--- config.mk ---
export PLATFORM = sky130hd
export DESIGN_NAME = ascon_perm_ctrl
export DESIGN_NICKNAME = d
export VERILOG_FILES = /design/src/rtl/ascon_perm_pkg.sv /design/src/rtl/ascon_round_const.sv /design/src/rtl/ascon_perm_ctrl.sv
export SDC_FILE = /design/constraint.sdc
export NUM_CORES = 1
export LEC_CHECK = 0
export ABC_AREA = 1
export BUFFER_PORTS_ARGS = -buffer_cell sky130_fd_sc_hd__buf_4
export CAP_MARGIN = 30
export CORE_MARGIN = 3
export CORE_UTILIZATION = 40
export CTS_BUF_LIST = sky130_fd_sc_hd__clkbuf_4 sky130_fd_sc_hd__clkbuf_8
export DETAILED_ROUTE_END_ITERATION = 16
export PLACE_DENSITY = 0.67
export SLEW_MARGIN = 20
export SYNTH_ARGS = -nofsm -noshare
export SYNTH_HDL_FRONTEND = slang
export SYNTH_SLANG_ARGS = --single-unit
--- constraint.sdc ---
create_clock -name clk -period 3.82 [get_ports clk]
set_input_delay 0.764 -clock clk [delete_from_list [all_inputs] [get_ports clk]]
set_output_delay 0.764 -clock clk [all_outputs]
set_load 0.1 [all_outputs]
--- src/rtl/ascon_perm_pkg.sv ---
// Shared encodings for the ASCON permutation sequencer: FSM states, round counts, nr_sel codes.
package ascon_perm_pkg;

    localparam int unsigned NR_W               = 4;
    localparam int unsigned MAX_ROUNDS_DEFAULT = 12;

    localparam logic [NR_W-1:0] NR_12 = 4'd12;
    localparam logic [NR_W-1:0] NR_8  = 4'd8;
    localparam logic [NR_W-1:0] NR_6  = 4'd6;

    localparam logic [1:0] NR_SEL_12   = 2'b00;
    localparam logic [1:0] NR_SEL_8    = 2'b01;
    localparam logic [1:0] NR_SEL_6    = 2'b10;
    localparam logic [1:0] NR_SEL_RSVD = 2'b11;

    typedef enum logic [1:0] {
        ST_IDLE = 2'd0,
        ST_RUN  = 2'd1,
        ST_DONE = 2'd2
    } perm_state_e;

    // Reserved selector falls back to the full permutation.
    function automatic logic [NR_W-1:0] nr_decode(input logic [1:0] sel);
        case (sel)
            NR_SEL_8: nr_decode = NR_8;
            NR_SEL_6: nr_decode = NR_6;
            default:  nr_decode = NR_12;
        endcase
    endfunction

endpackage

--- src/rtl/ascon_round_const.sv ---
// ASCON round constant: index = MAX_ROUNDS - nr + counter, constant = {F - idx, idx}, zero when idle.
module ascon_round_const
    import ascon_perm_pkg::*;
#(
    parameter int unsigned CNT_W      = 5,
    parameter int unsigned MAX_ROUNDS = MAX_ROUNDS_DEFAULT
) (
    input  logic [NR_W-1:0]  nr_q,
    input  logic [CNT_W-1:0] counter,
    input  logic             round_en,
    output logic [7:0]       round_const
);

    logic [3:0] idx;

    assign idx         = 4'(MAX_ROUNDS) - nr_q + 4'(counter);
    assign round_const = round_en ? {4'hF - idx, idx} : 8'h00;

endmodule

--- src/rtl/ascon_perm_ctrl.sv ---
// ASCON permutation sequencer: IDLE -> RUN (nr rounds) -> DONE handshake with the RoundCounter.
// Optional counter cross-check with sticky err port when ASCON_ROUND_CHECK_EN is defined.
module ascon_perm_ctrl
    import ascon_perm_pkg::*;
#(
    parameter int unsigned CNT_W      = 5,
    parameter int unsigned MAX_ROUNDS = MAX_ROUNDS_DEFAULT
) (
    input  logic             clk,
    input  logic             rst,
    input  logic             req,
    input  logic [1:0]       nr_sel,
    input  logic [CNT_W-1:0] counter,
    output logic             perm_start,
    output logic             perm_ready,
    output logic             round_en,
    output logic [7:0]       round_const,
    output logic             busy,
    output logic             done
`ifdef ASCON_ROUND_CHECK_EN
    ,
    output logic             err
`endif
);

    perm_state_e       state;
    logic [NR_W-1:0]   nr_q;
    logic [CNT_W-1:0]  nr_ext;
    logic              in_range;
    logic              last_round;

    assign nr_ext     = CNT_W'(nr_q);
    assign in_range   = counter < nr_ext;
    // Also catches an out-of-sync counter so RUN can never hang.
    assign last_round = counter >= (nr_ext - CNT_W'(1));
    assign round_en   = (state == ST_RUN) && in_range;

    ascon_round_const #(
        .CNT_W      (CNT_W),
        .MAX_ROUNDS (MAX_ROUNDS)
    ) u_round_const (
        .nr_q        (nr_q),
        .counter     (counter),
        .round_en    (round_en),
        .round_const (round_const)
    );

    // Sequencer with Moore outputs registered alongside the state.
    always_ff @(posedge clk) begin
        if (rst) begin
            state      <= ST_IDLE;
            nr_q       <= NR_12;
            perm_start <= 1'b0;
            perm_ready <= 1'b0;
            busy       <= 1'b0;
            done       <= 1'b0;
        end else begin
            case (state)
                ST_IDLE: begin
                    if (req) begin
                        nr_q       <= nr_decode(nr_sel);
                        state      <= ST_RUN;
                        perm_start <= 1'b1;
                        busy       <= 1'b1;
                    end
                end
                ST_RUN: begin
                    if (last_round) begin
                        state      <= ST_DONE;
                        perm_ready <= 1'b1;
                        done       <= 1'b1;
                    end
                end
                ST_DONE: begin
                    state      <= ST_IDLE;
                    perm_start <= 1'b0;
                    perm_ready <= 1'b0;
                    busy       <= 1'b0;
                    done       <= 1'b0;
                end
                default: begin
                    state      <= ST_IDLE;
                    perm_start <= 1'b0;
                    perm_ready <= 1'b0;
                    busy       <= 1'b0;
                    done       <= 1'b0;
                end
            endcase
        end
    end

`ifdef ASCON_ROUND_CHECK_EN
    logic [CNT_W-1:0] shadow_q;

    // Shadow round count; any divergence from the external counter is sticky until rst.
    always_ff @(posedge clk) begin
        if (rst) begin
            shadow_q <= '0;
            err      <= 1'b0;
        end else if (state == ST_RUN) begin
            shadow_q <= shadow_q + CNT_W'(1);
            if (shadow_q != counter) begin
                err <= 1'b1;
            end
        end else begin
            shadow_q <= '0;
        end
    end
`endif

endmodule

# Yosys cells after proc, flatten, opt, wreduce, memory -nomap -nowiden
# Cells that the tools add are included.
# totals
ff_bits	8
latch_bits	0
ram_bits	0
mem_bits_ro	0
input_bits	10
out_inout_bits	13
n_memories	0
# classes
add_sub_neg	4
mul	0
div	0
n_lt_le_gt_ge	2
n_eq_ne	5
shift	0
n_mux	9
bitwise	2
reduce_logical	6
# ops
operator	count
$mux W8	1
$pmux W4 S2	1
$reduce_and A2 Y1	4
$sub A4 B4 Y4 const A	2
$ge A5 B5 Y1	1
$lt A5 B4 Y1	1
$sub A4 B1 Y5 const B	1
$add A4 B4 Y4	1
$eq A2 B1 Y1 const B	2
$mux W2	2
$ne A2 B2 Y1 const B	2
$pmux W1 S2	2
$pmux W2 S2	1
$eq A2 B2 Y1 const B	1
$logic_not A2 Y1	1
$mux W1	2
$not A1 Y1	2
$logic_and A1 B1 Y1	1

# Depth between registers and ports, before layout
# Gate-level depths: netlist of the first run.
# logic_depth
depth_word	4
depth_mapped	10
depth_no_buf	10

# Cells and area by module
# Synthesis of the first run repeated with hierarchy kept, for this count alone.
# unflattened
hier_cells	106
area_unflattened_um2	683.2
# modules_own_cells
module	n_inst	cells_per_inst	area_each_um2
ascon_perm_ctrl	1	66	473.0
ascon_round_const	1	40	210.2

# Worst setup path after synthesis of the first run
# OpenSTA, ideal clock, no wires.
# synth_path
path_type	input -> output
from	input counter[2]
to	output round_const[3]
arrival_ps	2999
required_time_ps	3056
path_slack_ps	57
stages	6
n_path_buf	0
path_cell_list	inv_1 ha_1 fa_1 nand2_1 nand2_1 nor2_1
# synth_between
elab_chain_len	3
elab_cells_between_ends	4
# synth_lines
item	line_no	source
from (decl)	ascon_perm_ctrl.sv:13	input logic [CNT_W-1:0] counter,
$lt A5 B4 Y1	ascon_perm_ctrl.sv:33	assign in_range = counter < nr_ext;
$logic_and A1 B1 Y1	ascon_perm_ctrl.sv:36	assign round_en = (state == ST_RUN) && in_range;
$mux W8 (*)	ascon_round_const.sv:17	assign round_const = round_en ? {4'hF - idx, idx} : 8'h00;
to (decl)	ascon_perm_ctrl.sv:17	output logic [7:0] round_const,
# Every way passes the cells marked *; elsewhere a longest branch is shown, timed or not.

# Worst setup path after layout of the first run
# layout_path
from	input counter[2]
to	output round_const[7]
# layout_between
elab_chain_len	3
elab_cells_between_ends	5
# layout_lines
item	line_no
$add A4 B4 Y4 or $lt A5 B4 Y1 (tied branches)	ascon_round_const.sv:16, ascon_perm_ctrl.sv:33
$sub A4 B4 Y4 or $logic_and A1 B1 Y1 (tied branches)	ascon_round_const.sv:17, ascon_perm_ctrl.sv:36
$mux W8 (*)	ascon_round_const.sv:17
# Marks and branches as above.

==> impl_metrics.toml, run 1 <==
[route]
drt-total-wl_um = 1220
drt_iter0_markers = 10
postRouteAntennaNets = 0
vias = 591
first_pass_iters = 4
routedWlPerCell_um = 9.31
routed_via_density = 4.51
drc_errors = 0

[worst_setup_path]
crit_slowest_cell = "fa_1"
critPathRequiredTime_ns = 3.06
crit_chain = "buf_4 > inv_1 > ha_1 > fa_1 > xor2_1 > nand2_1 > nand2_1 > nor2_2 > buf_4"
crit_path_end_kind = "output port"
max_stage_delay_ns = 0.51
r2r_cells = 10
worst-setup-path-type = "in -> out"
arrival_ns = 2.41
critPathMaxFanout = 4
worstSetupStartpointType = "input pin"

[place]
hpwl_um = 1050
post-place-cells = 127
port_buffers = 22
routabilityCongestion = 0.763
dp_slack_ns = 0.640

[timing]
fmax_mhz = 316
final_max_slew_viol_count = 0
fin_crit_ns = 3.17
relSlewSlack = 0.815
worst_pin_slew_ns = 0.280
final.setup_skew_ns = 0.000724
hold_viol_final = 0
setup_slack_ns = 0.651
period_share = 0.830
rsz0062_at_grt = "false"
setup_viol = 0
fin_tns_setup_ns = 0

[global_route]
track_usage = 0.142
grt_overflow = 0
grt_antenna_before_repair = 0
grt_max_degree = 10
grt_first_pass_wirelength_um = 2170
grt_pass1_vias = 528

[logic_synthesis]
synth_cell_types = 20
syn-num-nets = 113
synthAdderAreaFrac = 0.229
synth_area_sq_um = 634
synth-simple-area-share = 0.270
synth.area.top_cells = "dfxtp_1 (22%), ha_1 (20%), inv_1 (11%)"
ys_ff_latch = 7
syn_inst = 92
ys.warnings.count = 0
synth_xor_area_frac = 0.0690
synth.largest_area_cell = "dfxtp_1"
synth_top_area_frac = 0.221
synth_top_family_by_area = "simple AND/OR/NAND/NOR gates"
synth-seq-area-share = 0.221
synth_compound_area_frac = 0.0631
synth.area.mux_share = 0
syn_area_per_cell_sq_um = 6.90

[worst_hold_path]
hold_path.class = "reg -> reg"
min_path_cells = 1

[floorplanning]
core_area_sq_um = 1400
rows = 13
ioPinCount = 23
die_x_um = 45.8
die-area_sq_um = 2100
start_util = 0.453
die_y_um = 45.8

[final_layout]
mostFrequentLayoutCell = "buf_4"
areaGrowthSynthToFinish_pct = 31.4
final_layout_size_suffix_gt1_frac = 0.276
final_nets = 138
diodes = 0
final_cell_mix = "buf_4 (22), inv_1 (19), nand2_1 (18)"
fin_cells = 131
num-fill-cells = 147

[power_and_ir_drop]
p_per_area_nw_per_um2 = 396
vdd_drop_max_v = 0.000254
p_leak_nw = 0.502

[clocking]
cts_made_buffers = 3
root_buffer = "clkbuf_4"
clk_path_buf_depth = 2
postCtsSetupBuffers = 0
htree_levels = 1
cts_tree = "done"
cts_hold_buf = 0
cts_resized = 0
clock_latency_ns = 0.24
clock_sinks = 7
clkSlewWorstSetupHoldPaths_ns = 0.05

[job]
drv_cap = 0

[outcome]
outcome = "finished, final reports clean"
final cells by class:
type | count | area [sq um] | area share
well taps | 15 | 18.8 | 0.0225
clock buffers | 4 | 30.0 | 0.0360
flip-flops and latches | 7 | 140 | 0.168
multi-input cells | 62 | 400 | 0.480
inverters | 21 | 78.8 | 0.0946
repair buffers | 22 | 165 | 0.198
cells in the mapped netlist (all sizes together):
master,n
a21oi,3
nand3,4
nor2,11
nand4,1
xnor2,3
o21ai,2
nor3,2
ha,10
inv,20
o211ai,2
clkinv,1
buf,2
xor2,2
dfxtp,7
nand2,21
fa,1
layer usage:
metal / vias to the layer above / global-route usage / part of all wire
met5: - / 0 / 0
met4: 0 / 0.0682 / 0.011
met3: 2 / 0.0119 / 0.049
met2: 17 / 0.220 / 0.45
met1: 245 / 0.196 / 0.49
li1: 327 / - / -
sequential cells by signal, summed over array words and instances (netlist names):
register  count
done          1
nr_q          3
busy          1
state         2
where the power goes:
group	switching [W]	internal (W)	total, W
clock	0.0000249	0.0000468	0.0000717
combinational	0.000122	0.0000510	0.000173
sequential	0.00000487	0.0000803	0.0000852
metrics by stage:
stage | util | hold slack (ns) | power (W) | instance area (sq um)
after detailed placement | 0.574 | 0.432 | 0.000260 | 803
final | 0.596 | 0.440 | 0.000330 | 833
after global placement | 0.574 | 0.427 | 0.000259 | 803
after global routing | 0.596 | 0.479 | 0.000358 | 833
after floorplan | - | 0.419 | 0.000228 | 634
after CTS | 0.596 | 0.441 | 0.000334 | 833
path summary, 6_finish.rpt:
kind / slack [ns] / to / startpoint
worst max register to register: 2.20 / done / nr_q[1]
worst max-delay path: 0.65 / round_const[7] / counter[2]
worst min register to register: 0.44 / busy / state[1]
worst min-delay path: 0.44 / busy / state[1]
critical path, delay by kind of cell:
kind	cells	cell delay, ns
adder cells (fa/ha/maj)	2	0.84
XOR/XNOR	1	0.17
AND/OR/NAND/NOR	3	0.19
buffers and inverters	3	0.43
kinds of logic (layout without fill, tap and decap cells):
| logic type | after synthesis | in the layout |
|---|---|---|
| adder cells (fa/ha/maj) | 11 | 11 |
| flip-flops | 7 | 7 |
| buffers and inverters | 23 | 47 |
| XOR/XNOR | 5 | 5 |
| AND/OR/NAND/NOR | 39 | 39 |
| AO/OA/AOI/OAI | 7 | 7 |
Note: power is estimated with default switching activity, not from simulation.
==> run 2: changes to the inputs <==
ABC_AREA = 0   (was 1)
clock period = 3.3 ns   (was 3.82 ns; I/O delays follow)
==> run 2 against run 1 <==
Net effect:
- via count decreased by 9.1%
- worst setup slack got worse by 0.53 ns
- critical path type unchanged
- largest power group unchanged
- critical path depth unchanged
==> impl_metrics.toml, run 2 <==
[global_route]
track_usage = 0.134
grt_antenna_before_repair = 0
grt_pass1_vias = 469
grt_max_degree = 10
grt_overflow = 0
grt_first_pass_wirelength_um = 1990

[place]
port_buffers = 22
routabilityCongestion = 0.735
post-place-cells = 103
hpwl_um = 1040

[final_layout]
top_register = "nr_q"
post-route-util = 0.605
final_nets = 114
largest_register_ff_count = 3
areaGrowthSynthToFinish_pct = 33.1
num-fill-cells = 145
final_cell_mix = "buf_4 (21), ha_1 (10), inv_1 (9)"
final_layout_size_suffix_gt1_frac = 0.424
top_regs = "nr_q: 3 flops, state: 2 flops"
mostFrequentLayoutCell = "buf_4"
diodes = 0
fin_cells = 107

[worst_setup_path]
worstSetupStartpointType = "input pin"
critPathRequiredTime_ns = 2.64
arrival_ns = 2.52
critPathMaxFanout = 3
crit_path_end_kind = "output port"
worst-setup-path-type = "in -> out"

[logic_synthesis]
synth_top_family_by_area = "simple AND/OR/NAND/NOR gates"
synth-simple-area-share = 0.281
synth_area_sq_um = 636
synth.area.top_cells = "dfxtp_1 (22%), ha_1 (20%), nor3_2 (7.9%)"
synth.top_cells.by_count = "ha_1 (10), inv_1 (9), dfxtp_1 (7)"
synth_xor_area_frac = 0.0413
synth_edf_count = 0
ys.flop_type = "dfxtp_1"
syn-num-nets = 91
ys.warnings.count = 0
synthAdderAreaFrac = 0.228
synth_top_area_frac = 0.220
synth_cell_types = 31
synth_compound_area_frac = 0.122
synth.area.mux_share = 0
synth_most_common_cell = "ha_1"
synth-async-reset-ratio = 0
syn_area_per_cell_sq_um = 9.08
syn_inst = 70
ys_ff_latch = 7
synth.largest_area_cell = "dfxtp_1"
synth-seq-area-share = 0.220

[clocking]
cts_tree = "done"
clkSlewWorstSetupHoldPaths_ns = 0.05
clock_sinks = 7
clk_path_buf_depth = 2
postCtsSetupBuffers = 0
cts_made_buffers = 3
root_buffer = "clkbuf_4"
htree_levels = 1
clock_latency_ns = 0.25
cts_hold_buf = 0
cts_resized = 0

[route]
routed.top_layer = "met3"
first_pass_iters = 4
vias = 537
routed_via_density = 5.02
drt_iter0_markers = 9
met1_length_um = 608
wl_met2_um = 532
routedWlPerCell_um = 11.6
postRouteAntennaNets = 0
drt-total-wl_um = 1240
drc_errors = 0
wl_met3_um = 96

[power_and_ir_drop]
p_leak_nw = 0.420
vdd_drop_max_v = 0.000274
p_per_area_nw_per_um2 = 404
p_total_w = 0.000342

[floorplanning]
start_util = 0.454
die-area_sq_um = 2100
die_y_um = 45.9
core_area_sq_um = 1400
die_x_um = 45.9
rows = 13
ioPinCount = 23

[timing]
relSlewSlack = 0.592
worst_hold_slack_ns = 0.484
final.setup_skew_ns = 0.00449
hold_viol_final = 0
final_max_slew_viol_count = 0
worst_pin_slew_ns = 0.611
setup_viol = 0
fin_crit_ns = 3.18
fmax_mhz = 315
period_share = 0.962
rsz0062_at_grt = "false"

[job]
drv_cap = 0

[outcome]
outcome = "finished, final reports clean"

[worst_hold_path]
hold_path.class = "reg -> reg"
## run 2: changes by cell type after synthesis, moves of 3 or more
cell,delta
nand2_1,-17
nor3b_2,+3
nand3_1,-3
nand2_2,-3
nor3_2,+4
inv_1,-10
nor2_1,-7
## run 2: final cells by class
class	instances	area [sq um]	share of cell area
Multi-Input combinational cell	49	450	0.533
Timing Repair Buffer	22	169	0.200
Sequential cell	7	140	0.166
Inverter	10	37.5	0.0444
Clock buffer	4	30.0	0.0355
Tap cell	15	18.8	0.0222
## run 2: final timing paths
| path | to | slack (ns) | cells after the start | start |
|---|---|---|---|---|
| max | round_const[7] | 0.12 | 9 | counter[1] |
| min | state[1] | 0.48 | 2 | state[0] |
| max reg2reg | done | 1.65 | 5 | nr_q[1] |
| min reg2reg | state[1] | 0.48 | 2 | state[0] |
## run 2: logic make-up after synthesis
kind of cell | count (synthesis)
AOI/OAI and AO/OA | 12
and+or+nand+nor | 23
adders and majority gates | 11
DFF | 7
xor gates and xnor gates | 3
buffers and inverters | 14
## run 2: report_power, final
part / internal [W] / leakage, nW / switching [W]
clock: 0.0000544 / 0.0184 / 0.0000324
sequential: 0.0000902 / 0.0574 / 0.00000518
combinational: 0.0000506 / 0.345 / 0.000109
## run 2: routing by layer
layer	up-vias	GRT usage
li1	281	-
met1	235	0.181
met2	21	0.184
met3	0	0.0711
met4	0	0.0341
met5	-	0
## run 2: per-stage QoR
stage          instance area (sq um)  setup TNS (ns)  setup slack [ns]
6_report                         846               0             0.124
2_1_floorplan                    651           -1.12            -0.214
5_1_grt                          846               0            0.0367
3_5_place_dp                     805               0            0.0275
4_1_cts                          835               0            0.0149
3_3_place_gp                     805               0            0.0816
## run 2: worst max-delay path: stages
cell and delay [ns]:
buf_4 0.09, inv_1 0.04, ha_1 0.32, inv_1 0.09, fa_1 0.43, xnor2_1 0.24, xnor2_2 0.17, nor3b_4 0.23
buf_6 0.25
==> run 3: changes to the inputs <==
--- a/config.mk
+++ b/config.mk
@@ -8,5 +8,5 @@
 export ABC_AREA = 0
 export BUFFER_PORTS_ARGS = -buffer_cell sky130_fd_sc_hd__buf_4
-export CAP_MARGIN = 30
+export CAP_MARGIN = 5
 export CORE_MARGIN = 3
 export CORE_UTILIZATION = 40
==> constraint.sdc (replaced) <==
create_clock -name clk -period 3.3 [get_ports clk]
set_input_delay 0.165 -clock clk [delete_from_list [all_inputs] [get_ports clk]]
set_output_delay 0.165 -clock clk [all_outputs]
set_load 0.1 [all_outputs]
==> run 3 against run 2 <==
Net effect:
- non-clock buffer count unchanged
- worst setup slack improved by 0.74 ns
- clock-buffer cell count unchanged
- critical endpoint unchanged
- largest power group unchanged
- flip-flop and latch count unchanged
- fmax increased by 30%
- utilization decreased by 1.9 points
- via count increased by 0.19%
- register-to-register slack got worse by 0.03 ns
- first-iteration DRC count unchanged
- wire length decreased by 1.2%
- hold slack got worse by 0.38 ns
==> impl_metrics.toml, run 3 (synthesized netlist as in run 2, its figures left out) <==
[place]
routabilityCongestion = 0.750
hpwl_um = 1050
dp_slack_ns = 1.13
port_buffers = 22

[clocking]
clock_sinks = 7
clk_path_buf_depth = 2
clkSlewWorstSetupHoldPaths_ns = 0.05
cts_tree = "done"
cts_made_buffers = 3
cts_resized = 0
postCtsSetupBuffers = 0
root_buffer = "clkbuf_4"
clock_latency_ns = 0.26
cts_hold_buf = 0
htree_levels = 1

[final_layout]
mostFrequentLayoutCell = "buf_4"
top_register = "nr_q"
final_cell_mix = "buf_4 (22), ha_1 (10), inv_1 (9)"
areaGrowthSynthToFinish_pct = 28.9
post-route-util = 0.586
diodes = 0
final_layout_size_suffix_gt1_frac = 0.402
final_nets = 114
largest_register_ff_count = 3
top_regs = "nr_q: 3 flops, state: 2 flops"

[worst_setup_path]
worst-setup-path-type = "reg -> out"
crit_path_end_kind = "output port"
critPathMaxFanout = 4
crit_top_cell = "xnor2_1"
arrival_ns = 2.27
max_stage_delay_ns = 0.40
worstSetupStartpointType = "register"
crit_slowest_cell = "fa_1"
critPathRequiredTime_ns = 3.13
crit_chain = "ha_1 > inv_1 > fa_1 > xnor2_1 > xnor2_1 > nor3b_2 > buf_4"

[floorplanning]
rows = 13
die-area_sq_um = 2100
ioPinCount = 23
die_y_um = 45.9
die_x_um = 45.9
core_area_sq_um = 1400
start_util = 0.454

[outcome]
outcome = "finished, final reports clean"

[power_and_ir_drop]
p_leak_nw = 0.409
p_per_area_nw_per_um2 = 409
vdd_drop_max_v = 0.000187
p_total_w = 0.000335

[job]
drv_cap = 0

[global_route]
grt_max_degree = 10
track_usage = 0.144
grt_pass1_vias = 502
grt_antenna_before_repair = 0
grt_overflow = 0
grt_first_pass_wirelength_um = 2100

[timing]
period_share = 0.738
fin_tns_setup_ns = 0
fmax_mhz = 411
relSlewSlack = 0.591
setup_slack_ns = 0.864
setup_viol = 0
final_max_slew_viol_count = 0
hold_viol_final = 0
rsz0062_at_grt = "false"
worst_hold_slack_ns = 0.105
worst_pin_slew_ns = 0.612
final.setup_skew_ns = 0.00323
fin_crit_ns = 2.44

[worst_hold_path]
hold_path.class = "in -> reg"

[route]
drt_iter0_markers = 9
drt-total-wl_um = 1220
first_pass_iters = 4
postRouteAntennaNets = 0
drc_errors = 0
routedWlPerCell_um = 11.4
vias = 538
routed_via_density = 5.03
run 3: final cells by class:
type	count	area [sq um]
Inverter	10	37.5
Clock buffer	4	30.0
Fill cell	142	579
Timing Repair Buffer	22	165
Multi-Input combinational cell	49	428
Sequential cell	7	140
Tap cell	15	18.8
run 3: per-stage QoR:
step           cell area, sq um  std cells
6_report                    820        107
5_1_grt                     820        107
4_1_cts                     820        107
3_5_place_dp                790        103
3_3_place_gp                790        103
2_1_floorplan               636         70
run 3: critical path, delay by kind of cell, from the launching register on:
family,cells,cell delay [ns]
DFF,1,0.33
and+or+nand+nor,1,0.20
xor gates and xnor gates,2,0.35
buffers and inverters,2,0.40
adders and majority gates,2,0.73
run 3: worst paths after layout:
path             from              to  slack, ns  cells past startpoint
min               rst         nr_q[1]       0.10                      2
max reg2reg   nr_q[1]            done       1.62                      5
min reg2reg  state[1]            busy       0.48                      1
max           nr_q[1]  round_const[7]       0.86                      7
run 3: power breakdown:
part / leakage [nW] / switching (W) / internal (W)
Clock: 0.0184 / 0.0000343 / 0.0000545
Sequential: 0.0574 / 0.00000491 / 0.0000902
Combinational: 0.334 / 0.000105 / 0.0000461
run 3: layer usage:
layer	track usage	wire length (um)	share of wire	vias to the layer above
li1	-	-	-	280
met1	0.172	550	0.45	240
met2	0.220	561	0.46	18
met3	0.0711	110	0.090	0
met4	0.0511	0	0	0
met5	0	0	0	-
